File: config.mk
export PLATFORM = sky130hd
export DESIGN_NAME = multicycle_adder
export DESIGN_NICKNAME = d
export VERILOG_FILES = /design/src/rtl/mips_pkg.sv /design/src/rtl/chunk_adder.sv /design/src/rtl/multicycle_adder.sv
export SDC_FILE = /design/constraint.sdc
export NUM_CORES = 1
export LEC_CHECK = 0
export ABC_CLOCK_PERIOD_IN_PS = 7100
export CAP_MARGIN = 20
export CORE_UTILIZATION = 37
export CTS_BUF_LIST = sky130_fd_sc_hd__clkbuf_2 sky130_fd_sc_hd__clkbuf_4 sky130_fd_sc_hd__clkbuf_8
export DETAILED_ROUTE_END_ITERATION = 8
export SYNTH_ARGS = -nofsm -noshare
export SYNTH_HDL_FRONTEND = slang
export SYNTH_SLANG_ARGS = --single-unit
export TNS_END_PERCENT = 100
File: constraint.sdc
create_clock -name clock -period 7.1 [get_ports clock]
set_clock_uncertainty 0.2 [all_clocks]
set_input_delay 0.71 -clock clock [delete_from_list [all_inputs] [get_ports clock]]
set_output_delay 0.71 -clock clock [all_outputs]
set_load 0.05 [all_outputs]
File: src/rtl/mips_pkg.sv
// Shared MIPS datapath types and default widths.
package mips_pkg;

    typedef enum logic [1:0] {
        ADDER_IDLE = 2'd0,
        ADDER_BUSY = 2'd1,
        ADDER_DONE = 2'd2
    } adder_state_t;

    localparam int MIPS_WORD        = 32;
    localparam int MIPS_ADDER_CHUNK = 8;

endpackage

File: src/rtl/chunk_adder.sv
// One CHUNK-bit slice of the ripple adder: {cout, sum} = a + b + cin.
// Purely combinational, zero latency, no flow control.
module chunk_adder #(
    parameter int CHUNK = 8
) (
    input  logic [CHUNK-1:0] a,
    input  logic [CHUNK-1:0] b,
    input  logic             cin,
    output logic [CHUNK-1:0] sum,
    output logic             cout
);

    assign {cout, sum} = {1'b0, a} + {1'b0, b} + {{CHUNK{1'b0}}, cin};

endmodule

File: src/rtl/multicycle_adder.sv
// Add/subtract CHUNK bits per cycle; out_valid NUM_CHUNKS cycles after accept, result held until out_ready.
// Accepts only in IDLE (in_ready). MULTICYCLE_ADDER_SAT_EN enables signed saturation of the result.
module multicycle_adder
    import mips_pkg::*;
#(
    parameter int WIDTH = MIPS_WORD,
    parameter int CHUNK = MIPS_ADDER_CHUNK
) (
    input  logic             clock,
    input  logic             reset_n,
    input  logic             in_valid,
    output logic             in_ready,
    input  logic [WIDTH-1:0] input1,
    input  logic [WIDTH-1:0] input2,
    input  logic             sub,
    output logic             out_valid,
    input  logic             out_ready,
    output logic [WIDTH-1:0] result,
    output logic             carry_out,
    output logic             overflow,
    output logic             zero
);

    localparam int NUM_CHUNKS = WIDTH / CHUNK;
    localparam int CNT_W      = (NUM_CHUNKS > 1) ? $clog2(NUM_CHUNKS) : 1;
    localparam logic [CNT_W-1:0] LAST_CHUNK = CNT_W'(NUM_CHUNKS - 1);

    generate
        if (WIDTH % CHUNK != 0) begin : g_bad_chunk
            $error("multicycle_adder: WIDTH must be a multiple of CHUNK");
        end
    endgenerate

    adder_state_t state_q, state_d;

    logic [NUM_CHUNKS-1:0][CHUNK-1:0] a_q, b_q, res_q, res_next;
    logic [CNT_W-1:0]                 cnt_q;
    logic                             carry_q;
    logic [CHUNK-1:0]                 chunk_sum;
    logic                             chunk_cout;
    logic                             ovf_next;
    logic [WIDTH-1:0]                 res_final;

    assign in_ready  = (state_q == ADDER_IDLE);
    assign out_valid = (state_q == ADDER_DONE);
    assign result    = res_q;

    chunk_adder #(.CHUNK(CHUNK)) u_chunk_adder (
        .a    (a_q[cnt_q]),
        .b    (b_q[cnt_q]),
        .cin  (carry_q),
        .sum  (chunk_sum),
        .cout (chunk_cout)
    );

    always_ff @(posedge clock or negedge reset_n) begin
        if (!reset_n) begin
            state_q <= ADDER_IDLE;
        end else begin
            state_q <= state_d;
        end
    end

    always_comb begin
        state_d = state_q;
        case (state_q)
            ADDER_IDLE: if (in_valid)            state_d = ADDER_BUSY;
            ADDER_BUSY: if (cnt_q == LAST_CHUNK) state_d = ADDER_DONE;
            ADDER_DONE: if (out_ready)           state_d = ADDER_IDLE;
            default:                             state_d = ADDER_IDLE;
        endcase
    end

    // Overflow and zero look at the result as it will stand after the final chunk lands.
    always_comb begin
        res_next        = res_q;
        res_next[cnt_q] = chunk_sum;
        ovf_next        = (a_q[NUM_CHUNKS-1][CHUNK-1] == b_q[NUM_CHUNKS-1][CHUNK-1]) &&
                          (res_next[NUM_CHUNKS-1][CHUNK-1] != a_q[NUM_CHUNKS-1][CHUNK-1]);
        res_final       = res_next;
`ifdef MULTICYCLE_ADDER_SAT_EN
        if (ovf_next) begin
            res_final = a_q[NUM_CHUNKS-1][CHUNK-1] ? {1'b1, {(WIDTH-1){1'b0}}}
                                                   : {1'b0, {(WIDTH-1){1'b1}}};
        end
`endif
    end

    always_ff @(posedge clock or negedge reset_n) begin
        if (!reset_n) begin
            a_q       <= '0;
            b_q       <= '0;
            res_q     <= '0;
            cnt_q     <= '0;
            carry_q   <= 1'b0;
            carry_out <= 1'b0;
            overflow  <= 1'b0;
            zero      <= 1'b0;
        end else begin
            case (state_q)
                ADDER_IDLE: begin
                    if (in_valid) begin
                        a_q     <= input1;
                        b_q     <= sub ? ~input2 : input2;
                        carry_q <= sub;
                        cnt_q   <= '0;
                    end
                end
                ADDER_BUSY: begin
                    carry_q <= chunk_cout;
                    cnt_q   <= cnt_q + CNT_W'(1);
                    if (cnt_q == LAST_CHUNK) begin
                        res_q     <= res_final;
                        carry_out <= chunk_cout;
                        overflow  <= ovf_next;
                        zero      <= (res_final == '0);
                    end else begin
                        res_q <= res_next;
                    end
                end
                default: ;
            endcase
        end
    end

endmodule

==> flow_summary.toml, run 1 <==
[floorplan]
initial_core_util = 0.3787
row_count = 42
dieArea_sq_mm = 0.01402
ioPinCount = 106
die_h_um = 118.4
core_area_sq_mm = 0.01324
die_w_um = 118.4

[sta]
final_hold_viol_count = 0
setup-tns-final_ns = 0
max_freq_ghz = 0.2579
fin_crit_ns = 3.877
finalSetupViolations = 0
rsz0062_at_grt = "no"
min_period_over_period = 0.5460
maxSlewHeadroom = 0.3077
worst_slew_pin_slew_ns = 1.038
slew_violations = 0

[global_route]
antenna_found_initial = 0
overflow = 0
grt_pass1_vias = 3694
grt_max_degree = 99
grt_usage = 0.1760
grt_pass1_wl_mm = 19.04

[setup_path]
cp-start-kind = "flip-flop"
cp_max_fo = 20
max_stage_delay_ns = 0.90
critPathRequiredTime_ns = 7.18
cpMaxStageDelayCell = "dfrtp_1"
worstPathArrival_ns = 3.96
path_class = "reg -> reg"
worst_setup_path_end_kind = "flip-flop"
path_cells = "mux4_2, inv_1, fa_1, inv_1, fa_1, xnor2_2, o2111ai_1, a2111oi_2, o211ai_1, a2111o_1, o31ai_2"

[clocking]
clk_pin_slew_ns = 0.09
cts_setup_buffers = 0
cts.sinks = 104
clk_path_buf_depth = 2
cts_resized = 0
htree_levels = 3
cts_tree = "done"
clk_latency_ns = 0.37
cts_buffers = 9
ctsHoldBuffers = 0
cts_root_buffer = "clkbuf_8"

[yosys]
synth_area_leaders = "dfrtp_1, mux2_2, mux4_2"
synth_nets = 523
synth_top_cell_by_area = "dfrtp_1"
synth_common_cells = "dfrtp_1, nor2_1, a21oi_1, nand2_1, mux2_2"
ys_types = 44
post-synth-top-count-cell = "dfrtp_1"
syn-instance-count = 441
yosysWarnings = 0
synth_area_per_cell_sq_um = 11.37
syn_area_sq_mm = 0.005015
synth_top_area_share = 0.5190
ys_seq_area_frac = 0.5190
synth-edff-count = 0
async_flop_share = 1.000
ys_ff_latch = 104
yosys_most_used_dff = "dfrtp_1"

[placed_design]
routabilityCongestion = 0.8933
dp_hpwl_mm = 8.549
port_buffers = 105

[status]
status = "completed"

[drt]
vias_per_cell = 5.045
routed_wirelength_mm = 11.58
drt-initial-drc-count = 184
drc = 0
dr_total_vias = 3607
ant_nets = 0
first_pass_iters = 4
routedWlPerCell_um = 16.20

[run]
maxCapViolCount = 0

[cells_and_area]
nets = 616
area_growth_syn_to_layout_pct = 27.59
final_layout_size_suffix_gt1_frac = 0.1429
antenna_cells = 0

[worst_hold_path]
worstHoldPathType = "in -> async"
==> final cells by class <==
cell class,instances,area [sq um]
Fill cell,1280,6844
Multi-Input combinational cell,304,2286
Clock buffer,11,145.1
Tap cell,176,220.2
Sequential cell,104,2603
Clock inverter,5,56.30
Inverter,8,30.03
Timing Repair Buffer,107,1059
==> worst max-delay path, delay by kind of cell (launching register included) <==
kind / cells / cell delay [ns]
buffers and inverters: 2 / 0.15
DFF: 1 / 0.90
adders and majority gates: 2 / 0.61
muxes: 1 / 0.40
xor gates and xnor gates: 1 / 0.29
AOI/OAI and AO/OA: 5 / 1.23
==> layout by cell type (no fill, tap or decap), types with 3 or more instances in the layout <==
| cell | n |
|---|---|
| dfrtp_1 | 104 |
| clkdlybuf4s50_1 | 103 |
| nor2_1 | 42 |
| a21oi_1 | 40 |
| nand2_1 | 37 |
| mux2_2 | 36 |
| o21ai_0 | 34 |
| xnor2_1 | 33 |
| mux4_2 | 16 |
| ha_1 | 11 |
| clkbuf_8 | 10 |
| inv_1 | 8 |
| nor3_1 | 8 |
| nand2b_1 | 4 |
| o21bai_1 | 3 |
| a31oi_1 | 3 |
| nand3b_1 | 3 |
| buf_4 | 3 |
==> state kept, by name, indices dropped and copies added, names as in the netlist <==
signal	flops
carry_out	1
a_q	32
zero	1
b_q	32
carry_q	1
state_q	2
cnt_q	2
overflow	1
result	32
==> metal layers <==
layer	GRT usage	up-vias	part of all wire
li1	-	1729	-
met1	0.2393	1770	0.46
met4	0.06171	0	0.012
met5	0	-	0
met3	0.03620	9	0.050
met2	0.2798	99	0.48
==> per-stage QoR <==
step | instances | hold slack, ns | utilization | setup slack, ns | cell area (sq um)
6_report | 715 | 0.1441 | 0.4832 | 3.223 | 6399
5_1_grt | 715 | 0.1683 | 0.4832 | 2.885 | 6399
4_1_cts | 715 | 0.1381 | 0.4832 | 3.188 | 6399
3_5_place_dp | 699 | 0.2805 | 0.4680 | 3.219 | 6197
3_3_place_gp | 699 | 0.2662 | 0.4680 | 3.309 | 6197
2_1_floorplan | 441 | 0.2144 | - | 3.642 | 5015
==> final timing paths <==
check	endpoint	slack, ns	cells past startpoint	start
worst max-delay path	zero	3.22	11	cnt_q[1]
worst min-delay path	result[27]	0.14	1	reset_n
worst max register to register	zero	3.22	11	cnt_q[1]
worst min register to register	result[29]	0.29	2	result[29]
max in group asynchronous	b_q[9]	5.38	2	reset_n
min in group clock	result[29]	0.29	2	result[29]
==> logic make-up (layout without fill, tap and decap cells) <==
family	count (synthesis)	after routing	share of synthesized area
compound gates	96	96	0.1098
xor+xnor	35	35	0.06263
fa+ha+maj	13	13	0.03543
buf+inv	33	131	0.02570
flops	104	104	0.5190
mux	53	53	0.1547
simple gates	107	107	0.09282
Power of run 1 is left out: the tool's default activity adds up to more than one toggle a clock period on the data nets, which glitch-free logic cannot reach.
==> run 2, diff against run 1 <==
- ABC_CLOCK_PERIOD_IN_PS: 7100 -> 3300
- clock period: 7.1 -> 3.3 ns (I/O delays scaled with it)
==> run 2 against run 1 <==
- die area unchanged
- cell area increased by 2.6%
- setup slack got worse by 3.2 ns
- first-iteration DRC count increased by 9.8%
- critical path type unchanged
- highest routed layer unchanged
==> flow_summary.toml, run 2 (synthesis results as in run 1) <==
[status]
status = "completed"

[setup_path]
reg2reg_from = "cnt_q[0]"
cp-start-kind = "flip-flop"
r2r_slack_ns = 0.07
cp_max_fo = 7
path_class = "reg -> reg"
critPathRequiredTime_ns = 3.38
worst_setup_path_end_kind = "flip-flop"
crit_start = "cnt_q[0]"
worstPathArrival_ns = 3.31

[clocking]
clk_latency_ns = 0.37
cts_root_buffer = "clkbuf_8"
clk_path_buf_depth = 2
cts.sinks = 104
clk_pin_slew_ns = 0.10
cts_buffers = 9
cts_tree = "done"
htree_levels = 3

[placed_design]
port_buffers = 105
routabilityCongestion = 0.8474
dp_hpwl_mm = 8.893
dpl.cell_count = 718

[global_route]
antenna_found_initial = 0
grt_usage = 0.1747
grt_pass1_wl_mm = 19.15
grt_max_degree = 52
grt_pass1_vias = 3739
overflow = 0

[drt]
vias_per_cell = 4.966
dr_total_vias = 3650
ant_nets = 0
routedWlPerCell_um = 15.71
first_pass_iters = 4
drt-initial-drc-count = 202
routed_wirelength_mm = 11.55
drc = 0

[cells_and_area]
final_layout_size_suffix_gt1_frac = 0.1878
area_growth_syn_to_layout_pct = 30.94
stdcell_count = 735
layout_common_cells = "dfrtp_1, clkdlybuf4s50_1, nor2_1, a21oi_1, nand2_1"
antenna_cells = 0
utilization = 0.4958
nets = 637

[sta]
final_hold_viol_count = 0
maxSlewHeadroom = 0.4196
max_freq_ghz = 0.3097
fin_crit_ns = 3.229
worst_slew_pin_slew_ns = 0.8706
rsz0062_at_grt = "yes"
min_period_over_period = 0.9784
slew_violations = 0
finalSetupViolations = 0

[worst_hold_path]
worstHoldPathType = "in -> async"

[floorplan]
ioPinCount = 106
core_area_sq_mm = 0.01324
row_count = 42
die_h_um = 118.4
dieArea_sq_mm = 0.01402
initial_core_util = 0.3787
die_w_um = 118.4

[run]
maxCapViolCount = 0
-- run 2: layout make-up --
type / count / area, sq um
clock inverter: 5 / 35.03
clock buffer: 10 / 131.4
timing repair buffer: 128 / 1219
fill: 1254 / 6676
tap: 176 / 220.2
multi-input combinational: 304 / 2327
sequential: 104 / 2604
inverter: 8 / 30.03
-- run 2: path summary, 6_finish.rpt --
| check | to | cells past startpoint |
|---|---|---|
| max in group asynchronous | a_q[14] | 3 |
| setup reg to reg | zero | 9 |
| hold / removal | result[28] | 2 |
| min in group clock | result[24] | 2 |
| setup / recovery | zero | 9 |
| hold reg to reg | result[24] | 2 |
-- run 2: per-layer routing --
layer / vias up / global-route usage / part of all wire
met1: 1770 / 0.2396 / 0.47
met2: 101 / 0.2776 / 0.46
li1: 1766 / - / -
met3: 13 / 0.03861 / 0.050
met4: 0 / 0.05222 / 0.016
met5: - / 0 / 0
-- run 2: critical path: stages (launching register included) --
cell	delay [ns]
dfrtp_2	0.42
buf_4	0.22
mux4_2	0.57
fa_2	0.44
xnor2_2	0.21
o2111ai_2	0.18
a2111oi_4	0.24
o211ai_1	0.14
a2111o_1	0.33
o31ai_2	0.19
-- run 2: what timing repair did --
action | in CTS | in global routing
hold buffers | 1 | 0
resized for setup | 4 | 6
setup buffers | 0 | 1
setup endpoints to repair | 1 | 2
endpoints found under the hold margin | 37 | 0
pin swaps | 5 | 2
-- run 2: stage by stage --
step                setup WS [ns]  hold slack (ns)  setup TNS [ns]  area [sq um]
floorplan                0.006888          -0.1656               0          5024
global placement         -0.02405           0.1231        -0.02405          6342
detailed placement        -0.1484           0.1305         -0.1484          6342
CTS                      -0.05862           0.2691        -0.05862          6529
global route             -0.05478           0.2830        -0.08755          6566
finish                    0.07113           0.2578               0          6566
Power of run 2 is left out for the same reason.
